$ cat config.mk
export PLATFORM = sky130hd
export DESIGN_NAME = multiplier_seq
export DESIGN_NICKNAME = d
export VERILOG_FILES = /design/src/rtl/cpu_pkg.sv /design/src/rtl/mul_sign_fix.sv /design/src/rtl/multiplier_seq.sv
export SDC_FILE = /design/constraint.sdc
export NUM_CORES = 1
export LEC_CHECK = 0
export BUFFER_PORTS_ARGS = -buffer_cell sky130_fd_sc_hd__clkbuf_2
export CORE_ASPECT_RATIO = 0.6
export CORE_MARGIN = 3
export CORE_UTILIZATION = 54
export CTS_BUF_LIST = sky130_fd_sc_hd__clkbuf_16
export CTS_CLUSTER_DIAMETER = 120
export DETAILED_ROUTE_END_ITERATION = 8
export PLACE_DENSITY = 0.75
export SLEW_MARGIN = 20
export SYNTH_ARGS = -nofsm -noshare
export SYNTH_HDL_FRONTEND = slang
export SYNTH_SLANG_ARGS = --single-unit
$ cat constraint.sdc
create_clock -name clk -period 5.56 [get_ports clk]
set_input_delay 0.834 -clock clk [delete_from_list [all_inputs] [get_ports clk]]
set_output_delay 0.834 -clock clk [all_outputs]
set_load 0.03 [all_outputs]
$ cat src/rtl/cpu_pkg.sv
// rtl/cpu_pkg.sv - shared CPU types and constants used by the execute-stage units
package cpu_pkg;

   // Sequential multiplier control states
   typedef enum logic [1:0] {
      MUL_IDLE = 2'd0,
      MUL_BUSY = 2'd1,
      MUL_DONE = 2'd2
   } mul_state_t;

   // Default operand width of the multi-cycle MUL unit
   localparam int MUL_WIDTH = 8;

endpackage

$ cat src/rtl/mul_sign_fix.sv
// rtl/mul_sign_fix.sv - conditional two's-complement negation for multiplier sign handling
module mul_sign_fix #(
   parameter int W = 8
) (
   input  logic [W-1:0] din,
   input  logic         neg,
   output logic [W-1:0] dout
);

   // Negating the most negative value wraps to itself, which read as unsigned is
   // exactly its magnitude, so operand magnitudes never need an extra bit.
   always_comb begin
      dout = neg ? (~din + W'(1)) : din;
   end

endmodule

$ cat src/rtl/multiplier_seq.sv
// rtl/multiplier_seq.sv - multi-cycle shift-add multiplier with valid/ready handshakes
module multiplier_seq
   import cpu_pkg::*;
#(
   parameter int WIDTH = MUL_WIDTH
) (
   input  logic               clk,
   input  logic               rst,
   input  logic               in_valid,
   output logic               in_ready,
   input  logic [WIDTH-1:0]   a,
   input  logic [WIDTH-1:0]   b,
   input  logic               is_signed,
   output logic               out_valid,
   input  logic               out_ready,
   output logic [2*WIDTH-1:0] product,
   output logic [WIDTH-1:0]   product_lo,
   output logic               ovf
);

   localparam int               CNT_W = $clog2(WIDTH);
   localparam logic [CNT_W-1:0] LAST  = CNT_W'(WIDTH - 1);

   mul_state_t         state;
   logic [CNT_W-1:0]   cnt;
   logic [WIDTH-1:0]   mcand;
   logic [2*WIDTH-1:0] acc;
   logic               neg_flag;
   logic               sgn_mode;

   logic [WIDTH-1:0]   a_mag;
   logic [WIDTH-1:0]   b_mag;
   logic [WIDTH:0]     sum;
   logic [2*WIDTH-1:0] acc_next;
   logic [2*WIDTH-1:0] p_fix;
   logic [WIDTH-1:0]   p_hi;
   logic               ovf_next;

   mul_sign_fix #(.W(WIDTH)) u_fix_a (
      .din  (a),
      .neg  (is_signed & a[WIDTH-1]),
      .dout (a_mag)
   );

   mul_sign_fix #(.W(WIDTH)) u_fix_b (
      .din  (b),
      .neg  (is_signed & b[WIDTH-1]),
      .dout (b_mag)
   );

   mul_sign_fix #(.W(2*WIDTH)) u_fix_p (
      .din  (acc),
      .neg  (neg_flag),
      .dout (p_fix)
   );

   // One shift-add step: the upper half gains the multiplicand when the multiplier
   // LSB is set, the carry is kept, and everything shifts right by one.
   always_comb begin
      sum      = {1'b0, acc[2*WIDTH-1:WIDTH]} + (acc[0] ? {1'b0, mcand} : '0);
      acc_next = {sum, acc[WIDTH-1:1]};
   end

   // Overflow of the low half, judged on the sign-corrected product about to be loaded
   always_comb begin
      p_hi     = p_fix[2*WIDTH-1:WIDTH];
      ovf_next = sgn_mode ? (p_hi != {WIDTH{p_fix[WIDTH-1]}}) : (|p_hi);
   end

   assign product_lo = product[WIDTH-1:0];

   // Control FSM with registered handshake outputs; the DONE state spends one
   // edge loading the result before presenting out_valid.
   always_ff @(posedge clk) begin
      if (rst) begin
         state     <= MUL_IDLE;
         cnt       <= '0;
         mcand     <= '0;
         acc       <= '0;
         neg_flag  <= 1'b0;
         sgn_mode  <= 1'b0;
         product   <= '0;
         ovf       <= 1'b0;
         out_valid <= 1'b0;
         in_ready  <= 1'b0;
      end else begin
         case (state)
            MUL_IDLE: begin
               if (in_ready && in_valid) begin
                  mcand    <= a_mag;
                  acc      <= {{WIDTH{1'b0}}, b_mag};
                  neg_flag <= is_signed & (a[WIDTH-1] ^ b[WIDTH-1]);
                  sgn_mode <= is_signed;
                  cnt      <= '0;
                  in_ready <= 1'b0;
                  state    <= MUL_BUSY;
               end else begin
                  in_ready <= 1'b1;
               end
            end
            MUL_BUSY: begin
               acc <= acc_next;
               cnt <= cnt + 1'b1;
               if (cnt == LAST) begin
                  cnt   <= '0;
                  state <= MUL_DONE;
               end
            end
            MUL_DONE: begin
               if (!out_valid) begin
                  product   <= p_fix;
                  ovf       <= ovf_next;
                  out_valid <= 1'b1;
               end else if (out_ready) begin
                  out_valid <= 1'b0;
                  in_ready  <= 1'b1;
                  state     <= MUL_IDLE;
               end
            end
            default: begin
               state     <= MUL_IDLE;
               out_valid <= 1'b0;
               in_ready  <= 1'b0;
            end
         endcase
      end
   end

endmodule

After elaboration in Yosys (flattened, before gate mapping)
Cells that the tools add are included.
Widths: inputs -> output; s select.
{"block": "word_totals", "register_bits": 50, "in_bits": 21, "out_inout_bits": 27, "elab_cells": 64}
{"block": "classes", "n_addsub": 5, "eq_ne": 8, "muxes": 22, "bitwise_logic": 9, "n_reduce_logical": 10}
{"operator": "$mux 16", "count": 2}
{"operator": "$pmux 16 s2", "count": 1}
{"operator": "$mux 8", "count": 3}
{"operator": "$add 16x1->16 const B", "count": 1}
{"operator": "$add 8x1->8 const B", "count": 2}
{"operator": "$not 16->16", "count": 1}
{"operator": "$not 8->8", "count": 2}
{"operator": "$add 8x8->9", "count": 1}
{"operator": "$mux 2", "count": 4}
{"operator": "$ne 2x2->1 const B", "count": 4}
{"operator": "$ne 8x8->1", "count": 1}
{"operator": "$reduce_or 8->1", "count": 1}
{"operator": "$mux 1", "count": 6}
{"operator": "$mux 3", "count": 2}
{"operator": "$pmux 2 s3", "count": 1}
{"operator": "$pmux 3 s2", "count": 1}
{"operator": "$reduce_and 2->1", "count": 3}
{"operator": "$reduce_and 4->1", "count": 1}
{"operator": "$add 3x1->3 const B", "count": 1}
{"operator": "$and 1x1->1", "count": 3}
{"operator": "$eq 3x3->1 const B", "count": 1}
{"operator": "$pmux 1 s3", "count": 1}
{"operator": "$reduce_and 3->1", "count": 1}
{"operator": "$eq 2x1->1 const B", "count": 1}
{"operator": "8 further kinds", "count": 9}

Depth between registers and ports, before layout
Gate-level depths: netlist of run 1.
{"block": "depth", "word_depth": 5, "mapped_depth": 12, "depth_no_buf": 11}

Hierarchy
Synthesis of run 1 repeated with hierarchy kept, for this count alone.
{"block": "hier_totals", "hier_cells": 383, "hier_area_um2": 3065.4}
{"mod": "multiplier_seq", "n_inst": 1, "cells_each": 293, "area_each_um2": 2367.3, "seq_area_each_um2": 1001.0}
{"mod": "mul_sign_fix at u_fix_p", "n_inst": 1, "cells_each": 48, "area_each_um2": 355.3, "seq_area_each_um2": 0.0}
{"mod": "mul_sign_fix at u_fix_a ...", "n_inst": 2, "cells_each": 21, "area_each_um2": 171.4, "seq_area_each_um2": 0.0}

Worst setup path after synthesis of run 1
No wires, ideal clock.
{"block": "synth_path", "path_type": "register -> register", "startpoint": "reg acc[0]", "endpoint": "reg ovf", "setup_ns": 0.132, "arrival_time_ns": 2.303, "t_required_ns": 5.428, "path_slack_ns": 3.124, "path_stages_with_launch": 12, "path_buffers": 2, "synth_period_minus_slack_ns": 2.436, "path_cell_list": "dfxtp_1 > buf_1 > inv_1 > ha_1 > or3b_1 > clkbuf_1 > o41ai_2 > xor2_1 > nand3_1 > or4_1 > nand3_1 > a21oi_1"}
{"block": "synth_between", "elab_chain_len": 5, "elab_cells_between_ends": 6, "classes_between": "1 x add/sub; 1 x eq/ne; 2 x mux; 1 x bitwise; 1 x reduce/logical"}
{"element": "from (decl)", "line": "multiplier_seq.sv:27", "rtl": "logic [2*WIDTH-1:0] acc;"}
{"element": "from (signal assigned)", "line": "multiplier_seq.sv:91", "rtl": "acc <= {{WIDTH{1'b0}}, b_mag};"}
{"element": "from (signal assigned)", "line": "multiplier_seq.sv:102", "rtl": "acc <= acc_next;"}
{"element": "$not 16->16 (*)", "line": "mul_sign_fix.sv:13", "rtl": "dout = neg ? (~din + W'(1)) : din;"}
{"element": "$add 16x1->16 (*)", "line": "mul_sign_fix.sv:13"}
{"element": "$mux 16 (*)", "line": "mul_sign_fix.sv:13"}
{"element": "$ne 8x8->1 / $reduce_or 8->1 (equally long branches)", "line": "multiplier_seq.sv:67", "rtl": "ovf_next = sgn_mode ? (p_hi != {WIDTH{p_fix[WIDTH-1]}}) : (|p_hi);"}
{"element": "$mux 1 (*)", "line": "multiplier_seq.sv:67"}
{"element": "to (signal assigned)", "line": "multiplier_seq.sv:112", "rtl": "ovf <= ovf_next;"}
{"element": "to (decl)", "line": "multiplier_seq.sv:18", "rtl": "output logic ovf"}
Every way passes the cells marked *; elsewhere a longest branch is shown, timed or not.
A chain may end at the register's enable or synchronous reset.

Final worst setup path of run 1
Ends and elaborated chain as after synthesis.

==> metrics, run 1 <==
synth cell count leaders dfxtp_1 (50), nor2_1 (37), nand2_1 (32); pre-CTS setup slack 2.81 ns; CP max FO 13; Syn Inst Count 355; Max IR drop VDD 0.000132 V; ys flop type dfxtp_1; cell area after layout 0.00321 mm^2; Overflow after GRT 0; CTS Buf Count 5; unrepaired setup endpoints after global routing false; Fin. Hold Viols 0; std cell rows 19; ANT nets after route 0; Clock Tree Root clkbuf_16; fin crit period 2.73 ns; final WL 6530 um; GRT Util Overall 21.1%; Slew Limit Fails 0; P&R area growth vs syn 11.3%; synthesized cell area 0.00289 mm^2; top-area cell type share of the netlist area 34.7%; CTS Buffer Depth 2; Mean Syn Cell Area 8.13 um^2; PD cells 241 mW/mm^2; Hold Path Class reg -> reg; via count 2549; CP arrival 2.86 ns; fmax 366 MHz; startpoint types flip-flop; Chip Width 100 um; final setup vio count 0; Final Skew 0.00724 ns; Mapped Nets 390; slowest CP cell or4_1; first-pass GRT wire length 10900 um; slew margin rel. 27.3%; total power draw 0.000775 W; share of the yosys chip area belonging to registers 34.7%; Routed WL per cell 14.7 um; Die ar. 0.00628 mm^2; I/O pins 48; Yosys reg bits 50; Routability Congestion 0.830; drt first pass iters 4; DRT iter0 DRCs 124; vias per inst 5.74; Cell variety after synth 42; port bufs 47; final worst slack 2.83 ns; WP data required 5.69 ns; Setup Buffers After CTS 0; EDFF count, synth 0; most common cell in the synthesized netlist dfxtp_1; starting density of the core 59.5%; Pleak 1.34 nW; drt drc 0; vias in the first global route 2287; initial antenna violation count 0; CTS Sinks 50; period utilisation layout 49.1%; post-detail-place hpwl 4720 um; setup TNS 0 ns; Area after DPL 0.00307 mm^2; Worst-Margin Slew 1.09 ns; worst path cell trace or4_1 -> o41ai_2 -> xor2_1 -> nand3_1 -> or4_1 -> nand3_1 -> a21oi_1; core area 0.00485 mm^2; clock transition at the registers of the reported paths 0.07 ns; WS Path Type reg -> reg; CTS tree yes; share of cells above drive strength 1 17.6%; Clk Latency, worst-skew pair 0.29 ns; Hold Buf Count CTS 0; Nets 415; ant diodes 0; Warnings, synthesis 0; Crit path largest cell delay 0.73 ns; max-cap violation count 0; asr flop ratio synth 0%; H-tree depth 2; synth top area cells dfxtp_1 (35%), ha_1 (5.6%), xor2_1 (5.5%); status complete, no violations; largest net degree at the start of global routing 53; Post-CTS Resized 0; Setup crit end kind flip-flop; Die H 62.6 um; final hold slack 0.454 ns; Yosys top cell by area dfxtp_1
routing by layer:
layer,vias up,part of all wire (%),wire length [um],GRT usage (%)
met1,1194,52,3400,30.3
met2,58,43,2790,32.8
met3,7,4.4,285,3.68
met5,-,0,0,0
li1,1290,-,-,-
met4,0,0.78,51,4.54
registers in the layout, indices dropped and copies added, names as in the netlist:
name       cells
acc           16
cnt            3
in_ready       1
mcand          8
neg_flag       1
out_valid      1
ovf            1
product       16
sgn_mode       1
state          2
area by class of cell:
| class | instances | area (um^2) |
|---|---|---|
| repair buffers | 50 | 258 |
| clock buffers | 5 | 125 |
| fillers | 444 | 1640 |
| flip-flops and latches | 50 | 1000 |
| inverters | 14 | 52.6 |
| multi-input cells | 259 | 1680 |
| well taps | 63 | 78.8 |
| clock inverters | 3 | 12.5 |
stage by stage:
stage | cells | util [%]
2_1_floorplan | 355 | -
3_3_place_gp | 436 | 63.4
3_5_place_dp | 436 | 63.4
4_1_cts | 444 | 66.2
5_1_grt | 444 | 66.2
6_report | 444 | 66.2
logic make-up (layout without fill, tap and decap cells):
kind of cell	after synthesis	count (layout)	synth area share [%]
muxes	4	4	1.43
adders and majority gates	14	14	6.33
DFF	50	50	34.7
xor gates and xnor gates	27	27	8.20
and+or+nand+nor	129	129	21.6
buffers and inverters	46	72	7.29
AOI/OAI and AO/OA	85	85	20.5
power by group:
group          internal (W)  switching [W]
combinational     0.0000353      0.0000640
sequential         0.000369      0.0000134
clock              0.000163       0.000130
total              0.000567       0.000208
path summary, 6_finish.rpt:
kind	startpoint	end	slack [ns]	cells after the start
worst max register to register	acc[0]	ovf	2.83	7
worst min register to register	mcand[7]	mcand[7]	0.45	2
worst max-delay path	acc[0]	ovf	2.83	7
worst min-delay path	mcand[7]	mcand[7]	0.45	2
cell usage in the layout (no fill, tap or decap), types with 6 or more instances in the layout:
cell type  instances
dfxtp_1           50
clkbuf_2          47
nor2_1            37
nand2_1           32
a21oi_1           27
a211oi_1          19
xor2_1            18
inv_1             15
nand3_1           15
ha_1              13
xnor2_1            9
nor3_1             8
and2_1             7
a31oi_1            7
a22oi_1            6
or3_1              6
o31ai_1            6
worst max-delay path, delay by kind of cell, from the launching register on:
family / cells / cell delay (ns)
xor gates and xnor gates: 1 / 0.26
AOI/OAI and AO/OA: 2 / 0.50
DFF: 1 / 0.42
and+or+nand+nor: 4 / 1.39
Note: power is estimated with default switching activity, not from simulation.
==> run 2: changes to the inputs <==
--- a/config.mk
+++ b/config.mk
@@ -5,6 +5,7 @@
 export SDC_FILE = /design/constraint.sdc
 export NUM_CORES = 1
 export LEC_CHECK = 0
+export ABC_AREA = 1
 export BUFFER_PORTS_ARGS = -buffer_cell sky130_fd_sc_hd__clkbuf_2
 export CORE_ASPECT_RATIO = 0.6
 export CORE_MARGIN = 3
@@ -12,7 +13,7 @@
 export CTS_BUF_LIST = sky130_fd_sc_hd__clkbuf_16
 export CTS_CLUSTER_DIAMETER = 120
 export DETAILED_ROUTE_END_ITERATION = 8
-export PLACE_DENSITY = 0.75
+export PLACE_DENSITY = 0.74
 export SLEW_MARGIN = 20
 export SYNTH_ARGS = -nofsm -noshare
 export SYNTH_HDL_FRONTEND = slang
==> constraint.sdc (replaced) <==
create_clock -name clk -period 2.8 [get_ports clk]
set_input_delay 0.42 -clock clk [delete_from_list [all_inputs] [get_ports clk]]
set_output_delay 0.42 -clock clk [all_outputs]
set_load 0.03 [all_outputs]
==> metrics, run 2 <==
status complete, no violations; top-area cell type share of the netlist area 31.3%; Yosys top cell by area dfxtp_1; period utilisation layout 80.2%; sw frac 33.9%; Setup Buffers After CTS 0; share of the yosys chip area belonging to registers 31.3%; pre-CTS setup slack 0.578 ns; Pleak 1.77 nW; Post-CTS Resized 0; Mapped Nets 511; max-cap violation count 0; initial antenna violation count 0; Int Power 0.00135 W; total power draw 0.00205 W; CP arrival 2.42 ns; Sequential Power Share 40.8%; Hold Buf Count CTS 0; ant diodes 0; CTS Buffer Depth 2; CTS Buf Count 5; Overflow after GRT 0; Final Skew 0.00562 ns; std cell rows 21; first-pass GRT wire length 13900 um; ys flop type dfxtp_1; synthesized cell area 0.00319 mm^2; Clk Latency, worst-skew pair 0.30 ns; final setup vio count 0; Routed WL per cell 13.4 um; FF/Latch Area 0.00100 mm^2; largest registers acc: 16 flops, product: 16 flops, mcand: 8 flops; most common cell after layout, fill and taps aside nand2_1; CTS tree yes; final worst slack 0.554 ns; clock transition at the registers of the reported paths 0.07 ns; GRT Util Overall 24.8%; largest net degree at the start of global routing 33; EDFF count, synth 0; synth cell count leaders nand2_1 (108), inv_1 (63), dfxtp_1 (50); ANT nets after route 0; commonest cells after routing, fill and taps aside nand2_1 (108), inv_1 (63), dfxtp_1 (50), clkbuf_2 (47), a21oi_1 (40); share of cells above drive strength 1 18.0%; WS Path Type reg -> reg; Chip Width 105 um; most frequent cell on the critical path nand2_1; worst path cell trace nand2_1 -> inv_1 -> ha_1 -> inv_1 -> fa_1 -> inv_1 -> a21oi_1 -> o21ai_0 -> nand2_1 -> nand2_1 -> a21oi_1 -> nor2_1 -> nor2_1 -> nand2_1 -> a21oi_1; Clock Tree Root clkbuf_16; unrepaired setup endpoints after global routing false; drt first pass iters 5; drt drc 0; fmax 445 MHz; Clk network pwr share 35.4%; Hold Path Class in -> reg; slowest CP cell dfxtp_1; Warnings, synthesis 0; Slew Limit Fails 0; Worst-Margin Slew 0.785 ns; CP max FO 11; vias in the first global route 2949; post-detail-place hpwl 6110 um; Fin. Hold Viols 0; via count 3147; Yosys reg bits 50; PD cells 571 mW/mm^2; CP top delay family flip-flops; Gate power share 23.7%; core area 0.00565 mm^2; Cell variety after synth 42; Crit path largest cell delay 0.53 ns; Mean Syn Cell Area 6.71 um^2; Net Switching 0.000694 W; port bufs 47; fin crit period 2.25 ns; Multi-input gate area 0.00177 mm^2; setup TNS 0 ns; CTS Sinks 50; final hold slack 0.443 ns; Setup crit end kind flip-flop; most common cell in the synthesized netlist nand2_1; final WL 7940 um; P&R area growth vs syn 12.2%; WP data required 2.98 ns; synth top area cells dfxtp_1 (31%), nand2_1 (13%), inv_1 (7.4%); starting density of the core 56.5%; asr flop ratio synth 0%; fill count 523; Die H 65.6 um; Routability Congestion 0.881; vias per inst 5.32; I/O pins 48; Die ar. 0.00690 mm^2; Max IR drop VDD 0.000371 V; startpoint types flip-flop; slew margin rel. 47.6%; Syn Inst Count 476; Nets 545; Crit path buffers/inverters 3; DRT iter0 DRCs 172; H-tree depth 2
run 2: layout make-up:
class	count	area share (%)
flip-flops and latches	50	27.9
clock inverters	3	1.36
clock buffers	5	3.49
well taps	80	2.79
repair buffers	50	7.19
multi-input cells	329	49.5
inverters	74	7.75
run 2: worst paths after layout:
kind | from | end | slack (ns) | cells after the start
setup / recovery | acc[0] | acc[13] | 0.55 | 15
hold reg to reg | cnt[1] | cnt[1] | 0.48 | 2
hold / removal | a[6] | mcand[6] | 0.44 | 3
setup reg to reg | acc[0] | acc[13] | 0.55 | 15
run 2: logic make-up (layout without fill, tap and decap cells):
group | after synthesis | after routing | share of synthesized area, %
buffers and inverters | 97 | 132 | 13.1
AND/OR/NAND/NOR | 206 | 206 | 29.1
adder cells (fa/ha/maj) | 14 | 14 | 5.72
AO/OA/AOI/OAI | 101 | 101 | 18.3
XOR/XNOR | 8 | 8 | 2.43
flip-flops | 50 | 50 | 31.3
run 2: routing by layer:
layer | global-route usage (%) | vias to the layer above | share of wire [%] | wire [um]
met5 | 0 | - | 0 | 0
met4 | 4.91 | 0 | 0.79 | 63
met3 | 5.10 | 8 | 6.4 | 505
met2 | 36.7 | 81 | 41 | 3260
met1 | 37.0 | 1441 | 52 | 4110
li1 | - | 1617 | - | -
run 2: stage by stage:
stage / util, % / cells / area [um^2]
after floorplan: - / 476 / 3190
after global placement: 60.4 / 583 / 3410
after detailed placement: 60.4 / 583 / 3410
after CTS: 63.5 / 591 / 3580
after global routing: 63.5 / 591 / 3580
final: 63.5 / 591 / 3580
run 2: worst register-to-register path, cell delays in order, from the launching register on:
cell	delay (ns)
dfxtp_1	0.53
nand2_1	0.09
inv_1	0.06
ha_1	0.15
inv_1	0.05
fa_1	0.35
inv_1	0.10
a21oi_1	0.07
o21ai_0	0.22
nand2_1	0.11
nand2_1	0.08
a21oi_1	0.07
nor2_1	0.10
nor2_1	0.04
nand2_1	0.06
a21oi_1	0.05
run 2: power by group through the flow:
stage / clock network, W / registers, W / logic, W
global route: 0.000759 / 0.000844 / 0.000547
detailed placement: 0 / 0.000850 / 0.000479
global placement: 0 / 0.000848 / 0.000473
floorplan: 0 / 0.000892 / 0.000321
CTS: 0.000735 / 0.000834 / 0.000484
finish: 0.000725 / 0.000835 / 0.000486
